`src/rtl/ysyx_22040759_mem_stage_pkg.sv`:
```
// Shared definitions for the MEM stage: bus widths, FSM encodings,
// load/store func3 encodings and the byte-mask helper.
package ysyx_22040759_mem_stage_pkg;

  localparam int ES_TO_MS_BUS_WD = 173;
  localparam int MS_TO_WS_BUS_WD = 166;

  typedef enum logic [1:0] {
    ST_IDLE = 2'd0,
    ST_REQ  = 2'd1,
    ST_WAIT = 2'd2,
    ST_DONE = 2'd3
  } ms_state_e;

  localparam logic [2:0] F3_B  = 3'b000;
  localparam logic [2:0] F3_H  = 3'b001;
  localparam logic [2:0] F3_W  = 3'b010;
  localparam logic [2:0] F3_D  = 3'b011;
  localparam logic [2:0] F3_BU = 3'b100;
  localparam logic [2:0] F3_HU = 3'b101;
  localparam logic [2:0] F3_WU = 3'b110;

  // Byte-enable pattern for an aligned access of 2**size bytes at lane 0.
  function automatic logic [7:0] size_mask(input logic [1:0] size);
    logic [7:0] mask;
    case (size)
      2'd0:    mask = 8'h01;
      2'd1:    mask = 8'h03;
      2'd2:    mask = 8'h0F;
      default: mask = 8'hFF;
    endcase
    return mask;
  endfunction

endpackage

```
`src/rtl/ysyx_22040759_lsu_align.sv`:
```
// Combinational lane steering: store strobe/data generation and
// load extraction with sign/zero extension.
module ysyx_22040759_lsu_align
  import ysyx_22040759_mem_stage_pkg::*;
(
  input  logic [2:0]  func3,
  input  logic [2:0]  offset,
  input  logic [63:0] store_data,
  input  logic [63:0] load_word,
  output logic [7:0]  wstrb,
  output logic [63:0] wdata,
  output logic [63:0] load_data
);

  logic [5:0]  shamt_s;
  logic [63:0] shifted_s;

  assign shamt_s   = {offset, 3'b000};
  assign wstrb     = size_mask(func3[1:0]) << offset;
  assign wdata     = store_data << shamt_s;
  assign shifted_s = load_word >> shamt_s;

  // Pick the loaded bytes out of lane 0 and extend them to 64 bits.
  always_comb begin
    load_data = 64'd0;
    case (func3)
      F3_B:    load_data = {{56{shifted_s[7]}}, shifted_s[7:0]};
      F3_H:    load_data = {{48{shifted_s[15]}}, shifted_s[15:0]};
      F3_W:    load_data = {{32{shifted_s[31]}}, shifted_s[31:0]};
      F3_D:    load_data = shifted_s;
      F3_BU:   load_data = {56'd0, shifted_s[7:0]};
      F3_HU:   load_data = {48'd0, shifted_s[15:0]};
      F3_WU:   load_data = {32'd0, shifted_s[31:0]};
      default: load_data = shifted_s;
    endcase
  end

endmodule

```
`src/rtl/ysyx_22040759_mem_stage.sv`:
```
// MEM pipeline stage: holds one instruction from EXE, runs its load/store
// through the req/addr_ok/data_ok bridge protocol and forwards to WB.
module ysyx_22040759_mem_stage
  import ysyx_22040759_mem_stage_pkg::*;
(
  input  logic         clk,
  input  logic         rst,
  input  logic         es_to_ms_valid,
  input  logic [172:0] es_to_ms_bus,
  input  logic [63:0]  alu_result,
  output logic         ms_allowin,
  input  logic         ws_allowin,
  output logic         ms_to_ws_valid,
  output logic [165:0] ms_to_ws_bus,
  output logic [63:0]  ms_alu_result,
  output logic [4:0]   ms_rd,
  output logic         ms_reg_wen,
  output logic         ms_load_pending,
  output logic         data_req,
  output logic         data_wr,
  output logic [1:0]   data_size,
  output logic [63:0]  data_addr,
  output logic [7:0]   data_wstrb,
  output logic [63:0]  data_wdata,
  input  logic         data_addr_ok,
  input  logic [63:0]  data_rdata,
  input  logic         data_data_ok
);

  ms_state_e     state_r;
  ms_state_e     state_nxt_s;
  logic          ms_valid_r;
  logic [172:0]  bus_r;
  logic [63:0]   alu_r;
  logic [63:0]   load_buf_r;

  logic          data_req_s;
  logic          done_s;
  logic          capture_s;
  logic          ready_go_s;
  logic          accept_s;
  logic          es_mem_s;
  logic          mem_op_s;
  logic [7:0]    wstrb_s;
  logic [63:0]   wdata_s;
  logic [63:0]   load_data_s;
  logic [63:0]   final_s;
  logic          unused_wreg_sel_s;

  logic [31:0]   inst_s;
  logic [63:0]   src2_s;
  logic          mem_wen_s;
  logic          mem_ren_s;
  logic [2:0]    func3_s;
  logic          reg_wen_s;
  logic [4:0]    rd_s;
  logic [63:0]   pc_s;

  assign inst_s    = bus_r[172:141];
  assign src2_s    = bus_r[140:77];
  assign mem_wen_s = bus_r[76];
  assign mem_ren_s = bus_r[75];
  assign func3_s   = bus_r[74:72];
  assign reg_wen_s = bus_r[69];
  assign rd_s      = bus_r[68:64];
  assign pc_s      = bus_r[63:0];
  assign unused_wreg_sel_s = ^bus_r[71:70];

  assign es_mem_s   = es_to_ms_bus[76] | es_to_ms_bus[75];
  assign mem_op_s   = mem_wen_s | mem_ren_s;
  assign ready_go_s = ~mem_op_s | done_s;
  assign ms_allowin = ~ms_valid_r | (ready_go_s & ws_allowin);
  assign accept_s   = es_to_ms_valid & ms_allowin;
  assign ms_to_ws_valid = ms_valid_r & ready_go_s;

  // Advance the bus-transaction FSM; reset abandons any open transaction.
  always_ff @(posedge clk) begin
    if (!rst) begin
      state_r <= ST_IDLE;
    end else begin
      state_r <= state_nxt_s;
    end
  end

  // Next-state logic: a newly latched memory instruction always restarts at REQ.
  always_comb begin
    state_nxt_s = state_r;
    case (state_r)
      ST_IDLE: begin
        if (accept_s & es_mem_s) state_nxt_s = ST_REQ;
        else                     state_nxt_s = ST_IDLE;
      end
      ST_REQ: begin
        if (data_addr_ok & data_data_ok) state_nxt_s = ST_DONE;
        else if (data_addr_ok)           state_nxt_s = ST_WAIT;
        else                             state_nxt_s = ST_REQ;
      end
      ST_WAIT: begin
        if (data_data_ok) state_nxt_s = ST_DONE;
        else              state_nxt_s = ST_WAIT;
      end
      ST_DONE: begin
        if (accept_s & es_mem_s) state_nxt_s = ST_REQ;
        else if (ws_allowin)     state_nxt_s = ST_IDLE;
        else                     state_nxt_s = ST_DONE;
      end
      default: state_nxt_s = ST_IDLE;
    endcase
  end

  // FSM outputs: request strobe, completion flag and data_ok acceptance window.
  always_comb begin
    data_req_s = 1'b0;
    done_s     = 1'b0;
    capture_s  = 1'b0;
    case (state_r)
      ST_REQ: begin
        data_req_s = 1'b1;
        capture_s  = data_addr_ok & data_data_ok;
      end
      ST_WAIT: capture_s = data_data_ok;
      ST_DONE: done_s = 1'b1;
      default: data_req_s = 1'b0;
    endcase
  end

  // Stage valid bit follows EXE whenever the stage can take a new entry.
  always_ff @(posedge clk) begin
    if (!rst) begin
      ms_valid_r <= 1'b0;
    end else if (ms_allowin) begin
      ms_valid_r <= es_to_ms_valid;
    end else begin
      ms_valid_r <= ms_valid_r;
    end
  end

  // Payload registers; held stable while a transaction is outstanding.
  always_ff @(posedge clk) begin
    if (!rst) begin
      bus_r <= 173'd0;
      alu_r <= 64'd0;
    end else if (accept_s) begin
      bus_r <= es_to_ms_bus;
      alu_r <= alu_result;
    end else begin
      bus_r <= bus_r;
      alu_r <= alu_r;
    end
  end

  // Load buffer captures read data only on an accepted data_ok.
  always_ff @(posedge clk) begin
    if (!rst) begin
      load_buf_r <= 64'd0;
    end else if (capture_s) begin
      load_buf_r <= data_rdata;
    end else begin
      load_buf_r <= load_buf_r;
    end
  end

  ysyx_22040759_lsu_align u_align (
    .func3      (func3_s),
    .offset     (alu_r[2:0]),
    .store_data (src2_s),
    .load_word  (load_buf_r),
    .wstrb      (wstrb_s),
    .wdata      (wdata_s),
    .load_data  (load_data_s)
  );

  assign final_s      = mem_ren_s ? load_data_s : alu_r;
  assign ms_to_ws_bus = {inst_s, reg_wen_s, rd_s, final_s, pc_s};

  assign ms_alu_result   = alu_r;
  assign ms_rd           = ms_valid_r ? rd_s : 5'd0;
  assign ms_reg_wen      = reg_wen_s & ms_valid_r;
  assign ms_load_pending = ms_valid_r & mem_ren_s & ~done_s;

  assign data_req   = data_req_s;
  assign data_wr    = mem_wen_s;
  assign data_size  = func3_s[1:0];
  assign data_addr  = alu_r;
  assign data_wstrb = mem_wen_s ? wstrb_s : 8'h00;
  assign data_wdata = mem_wen_s ? wdata_s : 64'd0;

endmodule

```
`config.mk`:
```
export PLATFORM = sky130hd
export DESIGN_NAME = ysyx_22040759_mem_stage
export DESIGN_NICKNAME = d
export VERILOG_FILES = /design/src/rtl/ysyx_22040759_mem_stage_pkg.sv /design/src/rtl/ysyx_22040759_lsu_align.sv /design/src/rtl/ysyx_22040759_mem_stage.sv
export SDC_FILE = /design/constraint.sdc
export NUM_CORES = 1
export LEC_CHECK = 0
export BUFFER_PORTS_ARGS = -buffer_cell sky130_fd_sc_hd__buf_2
export CAP_MARGIN = 10
export CORE_AREA = 2 2 271 273
export DETAILED_ROUTE_END_ITERATION = 7
export DIE_AREA = 0 0 273 275
export PLACE_DENSITY = 0.51
export SLEW_MARGIN = 20
export SYNTH_ARGS = -nofsm -noshare
export SYNTH_HDL_FRONTEND = slang
export SYNTH_HIERARCHICAL = 1
export SYNTH_SLANG_ARGS = --single-unit
```
`constraint.sdc`:
```
create_clock -name clk -period 4.6 [get_ports clk]
set_input_delay 0.46 -clock clk [delete_from_list [all_inputs] [get_ports clk]]
set_output_delay 0.46 -clock clk [all_outputs]
set_load 0.01 [all_outputs]
```
==> qor.yml <==
synth-edff-count: 0
cp_num_buf_inv: 2
min_period_over_period_pct: 87.5
tns_ns: 0
required_ns: 4.14
nFillCells: 7824
worstPathArrival_ns: 3.56
drc: 0
numPortBuffers: 683
reg2reg_slack_ns: 2.19
rows: 99
wire_per_inst_um: 20.2
cts_max_path_buffers: 3
drt_iter0_markers: 1100
grt_pass1_wl_um: 104000
clock_latency_ns: 0.59
start_util_pct: 26.1
cts_root_buf: "clkbuf_16"
max_cap_viol_count: 0
ant_nets: 0
r2r_cells: 5
dieWidth_um: 273
cts_tree: "yes"
hold_depth: 3
cts_buffers: 41
finalHoldViolCount: 0
final_core_util_pct: 32.0
max_slew.worst_pin.slew_ns: 1.02
finalWirelength_um: 73600
pin_count: 686
synth_async_sr_flop_share_pct: 0
p_leak_nw: 10.8
fin_crit_ns: 4.02
vias: 16700
dr.pass1.iters: 5
die_h_um: 275
drv_slew: 0
critical_path.top_delay_family: "simple AND/OR/NAND/NOR gates"
path_class: "reg2out"
dp_hpwl_um: 56300
viasPerCell: 4.58
path_max_fanout: 41
synthesis.nets: 2552
min_from: "data_rdata[37]"
crit_slowest_cell: "nand4b_1"
crit_chain: "nor2_1 -> a22oi_1 -> nand4b_1 -> buf_12 -> o2111ai_1 -> mux2_2 -> buf_2"
clkTransAtPathRegs_ns: 0.06
peakVddDrop_mv: 0.309
cts-htree-levels: 2
power.density_mw_per_mm2: 342
ys_warn_count: 6
synth.avg_cell_area_um2: 8.42
min_path_type: "in2reg"
outcome: "completed"
synth_cell_type_count: 49
layout-drive-gt1-share_pct: 34.3
ys.flop_type: "dfxtp_1"
antenna_found_initial: 30
cp-end-kind: "primary output"
cp_slowest_stage_delay_ns: 0.74
synth_area_mm2: 0.0189
r2r_end: "data_addr[14]"
cts_setup_buffers: 0
grt_pass1_vias: 15400
ctsResizeCount: 0
syn_to_final_growth_pct: 22.7
fin_nets: 2962
rsz0062_at_grt: "false"
yosys.area.top_type: "dfxtp_1"
die-area_mm2: 0.0751
yosysTopAreaCellShare_pct: 32.0
max_freq_ghz: 0.248
cts_sinks: 302
track_usage_pct: 18.4
grt.overflow.total: 0
hold_end: "load_buf_r[37]"
grt_max_degree: 150
synth-seq-cells: 302
startpoint_type: "flip-flop"
seq_area_frac_synth_pct: 32.0
reg2reg_from: "state_r[1]"
core_mm2: 0.0723
relSlewSlack_pct: 32.1
gp_congestion: 0.832
ys_top_cells_by_area: "dfxtp_1 32%, mux2i_1 23%, nand2_1 13%"
setup_viol: 0
syn_inst: 2241
final.setup_skew_ns: 0.0446
postCtsHoldBufs: 0
## cell families (layout without fill, tap and decap cells)
logic type,Yosys count,count (layout),synth area share (%)
adder cells (fa/ha/maj),4,4,0.265
buffers and inverters,361,803,12.0
multiplexers,544,544,31.0
other,0,6,0
AND/OR/NAND/NOR,885,885,19.7
flip-flops,302,302,32.0
AO/OA/AOI/OAI,145,145,4.97
## state kept, by name (all words and copies together) (netlist names)
register	cells
ms_valid_r	1
bus_r	171
state_r	2
load_buf_r	64
data_addr	64
## tightest hold or removal path, stage by stage
cell and delay [ns]:
buf_2 0.09, nand2_1 0.04, mux2i_1 0.05
## per-stage QoR
stage                     std cells  power, mW  hold slack, ns  cell area (um2)  worst slack [ns]
after detailed placement       3567       4.55           0.443            21700              1.22
after CTS                      3642       8.04          0.0604            23100             0.551
final                          3648       7.93           0.100            23200             0.576
after floorplan                2241       4.05           0.432            18900              2.28
after global placement         3567       4.55           0.440            21700              1.23
after global routing           3647       8.30          0.0767            23200             0.302
## layer usage
layer | up-vias | part of all wire (%) | global-route usage (%)
met5 | - | 0.22 | 0
li1 | 8197 | - | -
met1 | 7807 | 47 | 26.6
met2 | 565 | 44 | 27.7
met3 | 106 | 6.8 | 3.66
met4 | 24 | 2.2 | 5.08
## placed cells by master (no fill, tap or decap), types with 14 or more instances in the layout
cell type / instances
buf_4: 32
mux4_2: 22
mux2_2: 96
and2_1: 87
nand2_1: 658
o21ai_0: 44
nor2b_1: 14
mux2i_1: 426
o22ai_1: 17
dfxtp_1: 297
a21oi_1: 30
buf_2: 682
clkbuf_16: 41
nor2_1: 67
nand4_1: 25
## Yosys cell counts, types with 4 or more instances
cell / number
nor2_1: 67
nand2b_1: 8
o211ai_1: 8
dfxtp_1: 302
o2111ai_1: 8
o2bb2ai_1: 9
buf_2: 58
o22ai_1: 17
buf_4: 193
a2bb2oi_1: 7
nor2b_1: 15
a21oi_1: 30
o22a_1: 7
buf_6: 12
nand3_1: 12
mux2_2: 96
inv_1: 4
o21ai_0: 44
mux2i_1: 426
ha_1: 4
mux4_2: 22
buf_1: 11
clkbuf_1: 80
nand4_1: 25
and2_1: 87
nand2_1: 658
## power breakdown
part | leakage [nW] | switching (mW) | internal, mW
Clock | 0.714 | 1.36 | 2.08
Combinational | 7.58 | 0.858 | 0.665
Sequential | 2.48 | 0.187 | 2.78
Total | 10.8 | 2.40 | 5.52
## worst max-delay path by stage
stage	from	to	slack [ns]	cells past startpoint
final	data_addr[0]	ms_to_ws_bus[112]	0.58	7
after global routing	data_addr[0]	ms_to_ws_bus[112]	0.30	7
after CTS	data_addr[0]	ms_to_ws_bus[112]	0.55	7
after detailed placement	data_addr[0]	ms_to_ws_bus[112]	1.22	7
after global placement	data_addr[0]	ms_to_ws_bus[112]	1.23	7
after floorplan	data_addr[1]	ms_to_ws_bus[66]	2.28	6
## area by class of cell
class	count	area, um2	share of cell area (%)
sequential	302	6060	26.2
clock inverter	14	239	1.03
antenna	6	15.0	0.0648
inverter	5	18.8	0.0810
clock buffer	61	1220	5.27
tap	959	1200	5.18
multi-input combinational	1578	10600	45.7
timing repair buffer	723	3830	16.5
Note: power is estimated with default switching activity, not from simulation.
